File: src/rtl/sopc_run_monitor.sv
// Run observer beside mips_sopc: counts retirements, folds register writes into a
// rotating signature, and latches a sticky done on PC halt or cycle timeout.
module sopc_run_monitor #(
  parameter int HALT_CYCLES    = 16,
  parameter int TIMEOUT_CYCLES = 1000
) (
  input  logic        clk,
  input  logic        rst,
  input  logic        mon_en,
  input  logic        wb_we,
  input  logic [4:0]  wb_waddr,
  input  logic [31:0] wb_wdata,
  input  logic [31:0] if_pc,
  output logic [31:0] cycle_cnt,
  output logic [31:0] retire_cnt,
  output logic [31:0] signature,
  output logic [4:0]  last_waddr,
  output logic [31:0] last_wdata,
  output logic        halted,
  output logic        timeout,
  output logic        done
);

  localparam int CW = $clog2(HALT_CYCLES + 1);
  localparam logic [CW-1:0] HALT_MAX     = CW'(HALT_CYCLES);
  localparam logic [31:0]   TIMEOUT_LAST = 32'(TIMEOUT_CYCLES);

  typedef enum logic [1:0] {ST_IDLE, ST_RUN, ST_HALTED, ST_TIMEOUT} state_t;

  state_t        state;
  logic [31:0]   win_base;
  logic [CW-1:0] win_cnt;

  logic          in_win;
  logic          accept;
  logic [CW-1:0] win_cnt_nxt;
  logic [31:0]   cycle_nxt;

  function automatic logic [CW-1:0] sat_inc(input logic [CW-1:0] v);
    return (v >= HALT_MAX) ? HALT_MAX : v + 1'b1;
  endfunction

  function automatic logic [31:0] sig_fold(input logic [31:0] sig,
                                           input logic [31:0] data,
                                           input logic [4:0]  addr);
    return {sig[30:0], sig[31]} ^ data ^ {27'b0, addr};
  endfunction

  always_comb begin
    in_win      = (if_pc == win_base) || (if_pc == win_base + 32'd4);
    win_cnt_nxt = in_win ? sat_inc(win_cnt) : CW'(1);
    accept      = wb_we && (wb_waddr != 5'd0);
    cycle_nxt   = cycle_cnt + 32'd1;
  end

  always_ff @(posedge clk or posedge rst) begin
    if (rst) begin
      state      <= ST_IDLE;
      cycle_cnt  <= '0;
      retire_cnt <= '0;
      signature  <= '0;
      last_waddr <= '0;
      last_wdata <= '0;
      win_base   <= '0;
      win_cnt    <= '0;
      halted     <= 1'b0;
      timeout    <= 1'b0;
      done       <= 1'b0;
    end else begin
      case (state)
        ST_IDLE: begin
          if (mon_en) begin
            state    <= ST_RUN;
            win_base <= if_pc;
            win_cnt  <= CW'(1);
          end
        end
        ST_RUN: begin
          // The edge that leaves RUN still records its cycle and write.
          cycle_cnt <= cycle_nxt;
          if (accept) begin
            retire_cnt <= retire_cnt + 32'd1;
            signature  <= sig_fold(signature, wb_wdata, wb_waddr);
            last_waddr <= wb_waddr;
            last_wdata <= wb_wdata;
          end
          win_cnt <= win_cnt_nxt;
          if (!in_win) win_base <= if_pc;
          if (!mon_en) begin
            state <= ST_IDLE;
          end else if (win_cnt_nxt == HALT_MAX) begin
            state  <= ST_HALTED;
            halted <= 1'b1;
            done   <= 1'b1;
          end else if (cycle_nxt == TIMEOUT_LAST) begin
            state   <= ST_TIMEOUT;
            timeout <= 1'b1;
            done    <= 1'b1;
          end
        end
        default: ;
      endcase
    end
  end

endmodule
File: config.mk
export PLATFORM = sky130hd
export DESIGN_NAME = sopc_run_monitor
export DESIGN_NICKNAME = d
export VERILOG_FILES = /design/src/rtl/sopc_run_monitor.sv
export SDC_FILE = /design/constraint.sdc
export NUM_CORES = 1
export LEC_CHECK = 0
export ABC_CLOCK_PERIOD_IN_PS = 6300
export CORE_MARGIN = 4
export CORE_UTILIZATION = 49
export CTS_CLUSTER_SIZE = 30
export DETAILED_ROUTE_END_ITERATION = 10
export GPL_TIMING_DRIVEN = 0
export HOLD_SLACK_MARGIN = 0.15
export PLACE_DENSITY = 0.87
export SETUP_SLACK_MARGIN = 0.02
export SLEW_MARGIN = 15
export SYNTH_ARGS = -nofsm -noshare
export SYNTH_HDL_FRONTEND = slang
export SYNTH_SLANG_ARGS = --single-unit
export TNS_END_PERCENT = 50
File: constraint.sdc
create_clock -name clk -period 6.3 [get_ports clk]
set_clock_uncertainty 0.1 [all_clocks]
set_input_delay 0.945 -clock clk [delete_from_list [all_inputs] [get_ports clk]]
set_output_delay 0.945 -clock clk [all_outputs]
set_load 0.1 [all_outputs]
Yosys cells after proc, flatten, opt, wreduce, memory -nomap -nowiden
Index checks and enable logic that the tools add are counted.
{"block": "classes", "n_addsub": 4, "n_mux": 14, "n_bitwise": 3, "n_eq_ne": 8, "reduce_logical": 13, "magnitude_cmp": 1}
{"cell": "32-bit by 1-bit adder with 32-bit output (second input constant)", "count": 2}
{"cell": "32-bit equality test", "count": 2}
{"cell": "32-bit 2-to-1 mux", "count": 2}
{"cell": "32-bit one-hot mux with 2 select lines", "count": 1}
{"cell": "32-bit by 3-bit adder with 32-bit output (second input constant)", "count": 1}
{"cell": "32-bit by 10-bit equality test with 1-bit output (second input constant)", "count": 1}
{"cell": "32-bit bitwise XOR", "count": 1}
{"cell": "32-bit by 5-bit bitwise XOR with 32-bit output", "count": 1}
{"cell": "5-bit 2-to-1 mux", "count": 3}
{"cell": "3-bit AND reduction", "count": 4}
{"cell": "5-bit one-hot mux with 2 select lines", "count": 1}
{"cell": "2-bit 2-to-1 mux", "count": 4}
{"cell": "5-bit by 1-bit adder with 5-bit output (second input constant)", "count": 1}
{"cell": "5-bit equality test (second input constant)", "count": 1}
{"cell": "5-bit >= comparator (second input constant)", "count": 1}
{"cell": "5-bit nonzero test", "count": 1}
{"cell": "2-bit inequality test (second input constant)", "count": 2}
{"cell": "4-bit inequality test (second input constant)", "count": 1}
{"cell": "2-bit one-hot mux with 2 select lines", "count": 1}
{"cell": "2-bit AND reduction", "count": 2}
{"cell": "4-bit AND reduction", "count": 1}
{"cell": "2-bit nonzero test", "count": 2}
{"cell": "2-bit by 1-bit equality test with 1-bit output (second input constant)", "count": 1}
{"cell": "2-bit logical NOT", "count": 1}
{"cell": "4 further kinds", "count": 5}
{"block": "word_totals", "output_inout_bits": 136, "regBits": 175, "inputBits": 73}

Logic depth before layout (Yosys ltp)
{"block": "depth", "word_depth": 8, "ltp_mapped": 12, "ltp_nobuf": 9}

Worst setup path before layout
Ideal clock, no wire load.
{"block": "synth_timing", "path_type": "reg2reg", "startpoint": "register cycle_cnt[0]", "endpoint": "register timeout", "arrival_time_ps": 3321, "required_ps": 6130, "path_stages_with_launch": 11, "path_slack_ps": 2808, "path_cell_list": "dfrtp_1 ha_1 nand2_1 or4_1 clkbuf_1 nor4_1 nand4_1 a22o_1 nor4_1 and2_1 a31o_1"}
{"block": "synth_between", "elab_chain_len": 3}
{"item": "start, declared", "line_no": "14", "text": "output logic [31:0] cycle_cnt,"}
{"item": "start signal, assigned", "line_no": "80", "text": "cycle_cnt <= cycle_nxt;"}
{"item": "32-bit by 1-bit adder with 32-bit output", "line_no": "53", "text": "cycle_nxt = cycle_cnt + 32'd1;"}
{"item": "32-bit by 10-bit equality test with 1-bit output", "line_no": "95", "text": "end else if (cycle_nxt == TIMEOUT_LAST) begin"}
{"item": "4-bit AND reduction (no source line)"}
{"item": "end signal, assigned", "line_no": "67", "text": "timeout <= 1'b0;"}
{"item": "end signal, assigned", "line_no": "97", "text": "timeout <= 1'b1;"}
{"item": "end, declared", "line_no": "20", "text": "output logic timeout,"}
Every way passes these cells.
A chain may end at the register's enable or synchronous reset.

Worst setup path after layout
{"block": "layout_timing", "startpoint": "input if_pc[22]", "endpoint": "register win_base[7]"}
{"block": "layout_between", "elab_chain_len": 4, "elab_cells_between_ends": 5, "cone_classes": "eq/ne: 3; reduce/logical: 2"}
{"item": "start, declared", "line_no": "13", "text": "input logic [31:0] if_pc,"}
{"item": "32-bit equality test", "line_no": "50", "text": "in_win = (if_pc == win_base) || (if_pc == win_base + 32'd4);"}
{"item": "1-bit logical OR *", "line_no": "50"}
{"item": "2-bit inequality test (no source line) *"}
{"item": "3-bit AND reduction (no source line) *"}
{"item": "end signal, assigned", "line_no": "74", "text": "win_base <= if_pc;"}
{"item": "end signal, assigned", "line_no": "88", "text": "if (!in_win) win_base <= if_pc;"}
{"item": "end, declared", "line_no": "31", "text": "logic [31:0] win_base;"}
Every way passes the cells marked *; elsewhere a longest branch is shown, timed or not.

==> reports/qor.yml <==
finalSetupViolations: 0
post_cts_resized: 0
rows: 50
gr-usage-all-layers_pct: 23.1
rsz0062_at_grt: "false"
overflow: 0
place_hpwl_um: 18200
die_w_um: 146
min_path_type: "flip-flop to flip-flop"
vias: 7979
final_nets: 1247
cts_hold_buf: 0
yosysMostFrequentCell: "nand2_1"
cp_slowest_stage_delay_ns: 0.67
grt_pass1_vias: 7870
critPathKind: "input pin to flip-flop"
yosysTopAreaCell: "dfrtp_1"
synth-seq-cells: 175
ys_top_cells_by_count: "nand2_1, dfrtp_1, xnor2_1"
post_cts.repair.setup_buffers: 0
period_share_pct: 59.5
wirelength_um: 24500
drive_gt1_share_pct: 7.45
critPathArrivalTime_ns: 3.95
synth_area_leaders: "dfrtp_1, xnor2_1, nand2_1"
crit_path_top_delay_cell: "a2111oi_0"
core_um2: 18700
tightest_slew_ns: 1.06
ys.flop_type: "dfrtp_1"
avgSynthCellArea_um2: 9.88
crit_required_ns: 6.51
synth_edf_count: 0
io_buffers: 208
cpLargestDelayFamily: "simple AND/OR/NAND/NOR gates"
synth_cell_types: 74
dr.pass1.iters: 6
finalHoldViolCount: 0
die_area_um2: 21200
syn_area_um2: 9290
cts-buffers-inserted: 17
drv_slew: 0
routabilityCongestion: 0.954
ant_nets: 0
cp_max_fo: 10
relSlewSlack_pct: 29.4
die_h_um: 146
setup_tns_ns: 0
antenna_found_initial: 1
grt_pass1_wl_um: 40300
drc: 0
critPathBufInv: 3
start_util_pct: 49.7
power.density_nw_per_um2: 339
cts.htree.levels: 4
yosys_warnings: 0
finalCriticalPeriod_ns: 3.75
holdWs_ns: 0.372
io-pin-count: 209
drt-initial-drc-count: 675
cts_root_buffer: "clkbuf_16"
clk_path_buf_depth: 2
clock_latency_ns: 0.43
cts_tree: "done"
syn_nets: 1019
worst_setup_path_end_kind: "flip-flop"
status: "finished, final reports clean"
crit_top_cell: "buf_6"
fin_util_pct: 65.7
cts.sinks: 175
area_growth_syn_to_layout_pct: 32.3
crit_path_start_kind: "input pin"
grt_max_degree: 100
max-vdd-ir-drop_v: 0.000282
synth_top_area_share_pct: 47.1
cap_violations: 0
worstPathCellList: "clkdlybuf4s50_1 > or2_2 > a2111oi_0 > nand4_1 > nor3_1 > a221o_1 > buf_6 > buf_6 > mux2_4"
via_per_inst: 5.63
syn_inst: 941
clk_pin_slew_ns: 0.07
wl_per_cell_um: 17.3
ys_seq_area_share_pct: 47.1
fmax_ghz: 0.267
ys_async_sr_fraction_pct: 100
p_leak_nw: 5.26
-- path summary, 6_finish.rpt --
kind / depth (start not counted) / slack [ns] / start / end
max in group asynchronous: 3 / 4.34 / rst / win_base[10]$_DFFE_PP0P_
worst max-delay path: 9 / 2.55 / if_pc[22] / win_base[7]$_DFFE_PP0P_
worst min register to register: 1 / 0.37 / timeout$_DFFE_PP0P_ / timeout$_DFFE_PP0P_
worst max register to register: 12 / 2.87 / win_base[2]$_DFFE_PP0P_ / win_base[11]$_DFFE_PP0P_
worst min-delay path: 1 / 0.37 / timeout$_DFFE_PP0P_ / timeout$_DFFE_PP0P_
min in group asynchronous: 2 / 0.88 / rst / last_wdata[27]$_DFFE_PP0P_
-- layer usage --
| metal | track usage, % | part of all wire (%) | vias to the layer above |
|---|---|---|---|
| met4 | 10.0 | 3.2 | 0 |
| met2 | 38.3 | 49 | 359 |
| met1 | 28.9 | 40 | 3827 |
| met3 | 5.51 | 7.8 | 57 |
| li1 | - | - | 3736 |
| met5 | 0 | 0 | - |
-- kinds of logic (layout without fill, tap and decap cells) --
group / after synthesis / in the layout / share of synthesized area [%]
adders and majority gates: 5 / 5 / 0.673
AOI/OAI and AO/OA: 112 / 112 / 8.43
DFF: 175 / 175 / 47.1
other: 0 / 1 / 0
buffers and inverters: 60 / 301 / 2.92
and+or+nand+nor: 407 / 407 / 21.6
xor gates and xnor gates: 146 / 146 / 13.8
muxes: 36 / 36 / 5.53
-- sequential cells by signal, indices dropped and copies added (netlist names) --
name	count
last_waddr	5
halted	1
timeout	1
win_base	32
last_wdata	32
cycle_cnt	32
signature	32
state	2
retire_cnt	32
win_cnt	5
done	1
-- report_power, final --
part / switching (mW) / leakage [nW] / internal, mW
sequential: 0.159 / 2.22 / 1.27
combinational: 1.26 / 2.75 / 0.442
clock: 0.508 / 0.288 / 0.535
total: 1.93 / 5.26 / 2.24
-- layout make-up --
type / count / area [um^2]
Clock inverter: 14 / 158
Clock buffer: 18 / 429
Tap cell: 234 / 293
Antenna cell: 1 / 2.50
Timing Repair Buffer: 209 / 2110
Inverter: 18 / 75.1
Fill cell: 1434 / 6410
Sequential cell: 175 / 4380
Multi-Input combinational cell: 706 / 4640
Buffer: 42 / 204
-- cell usage in the layout (no fill, tap or decap), types with 4 or more instances in the layout --
| master | n |
|---|---|
| clkbuf_1 | 32 |
| clkdlybuf4s50_1 | 208 |
| nor2b_1 | 5 |
| dfrtp_1 | 175 |
| o21bai_1 | 4 |
| buf_2 | 7 |
| nand3_1 | 45 |
| clkbuf_16 | 17 |
| nor3_1 | 22 |
| o31ai_1 | 4 |
| xnor2_1 | 98 |
| or4_1 | 4 |
| nand2_1 | 184 |
| nand2b_1 | 4 |
| xor2_1 | 48 |
| mux2_4 | 29 |
| mux2_2 | 4 |
| o22ai_1 | 5 |
| nor4_1 | 18 |
| o21ai_0 | 42 |
| o211ai_1 | 4 |
| inv_6 | 4 |
| nor2_1 | 44 |
| nand4_1 | 30 |
| inv_8 | 6 |
| and3_1 | 17 |
| and2_1 | 7 |
| ha_1 | 5 |
| inv_1 | 17 |
| and4_1 | 7 |
-- through the flow --
step / power, mW / instance area [um^2] / setup WS, ns / std cells
6_report: 4.17 / 12300 / 2.55 / 1417
5_1_grt: 4.33 / 12300 / 2.47 / 1417
2_1_floorplan: 2.68 / 9290 / 0.510 / 941
4_1_cts: 4.20 / 12300 / 2.65 / 1416
3_5_place_dp: 3.15 / 11700 / 2.27 / 1384
3_3_place_gp: 3.11 / 11700 / -1.79 / 1383
-- worst reg2reg max path, cell delays in order, from the launching register on --
cell      delay, ns
dfrtp_1        0.46
ha_1           0.17
buf_2          0.20
nand4_4        0.20
nor4_4         0.47
a311oi_1       0.17
a211o_1        0.33
nor2_1         0.09
and4b_1        0.19
a221o_1        0.32
buf_6          0.15
buf_8          0.16
mux2_4         0.31
Power figures use the tool's default switching activity.
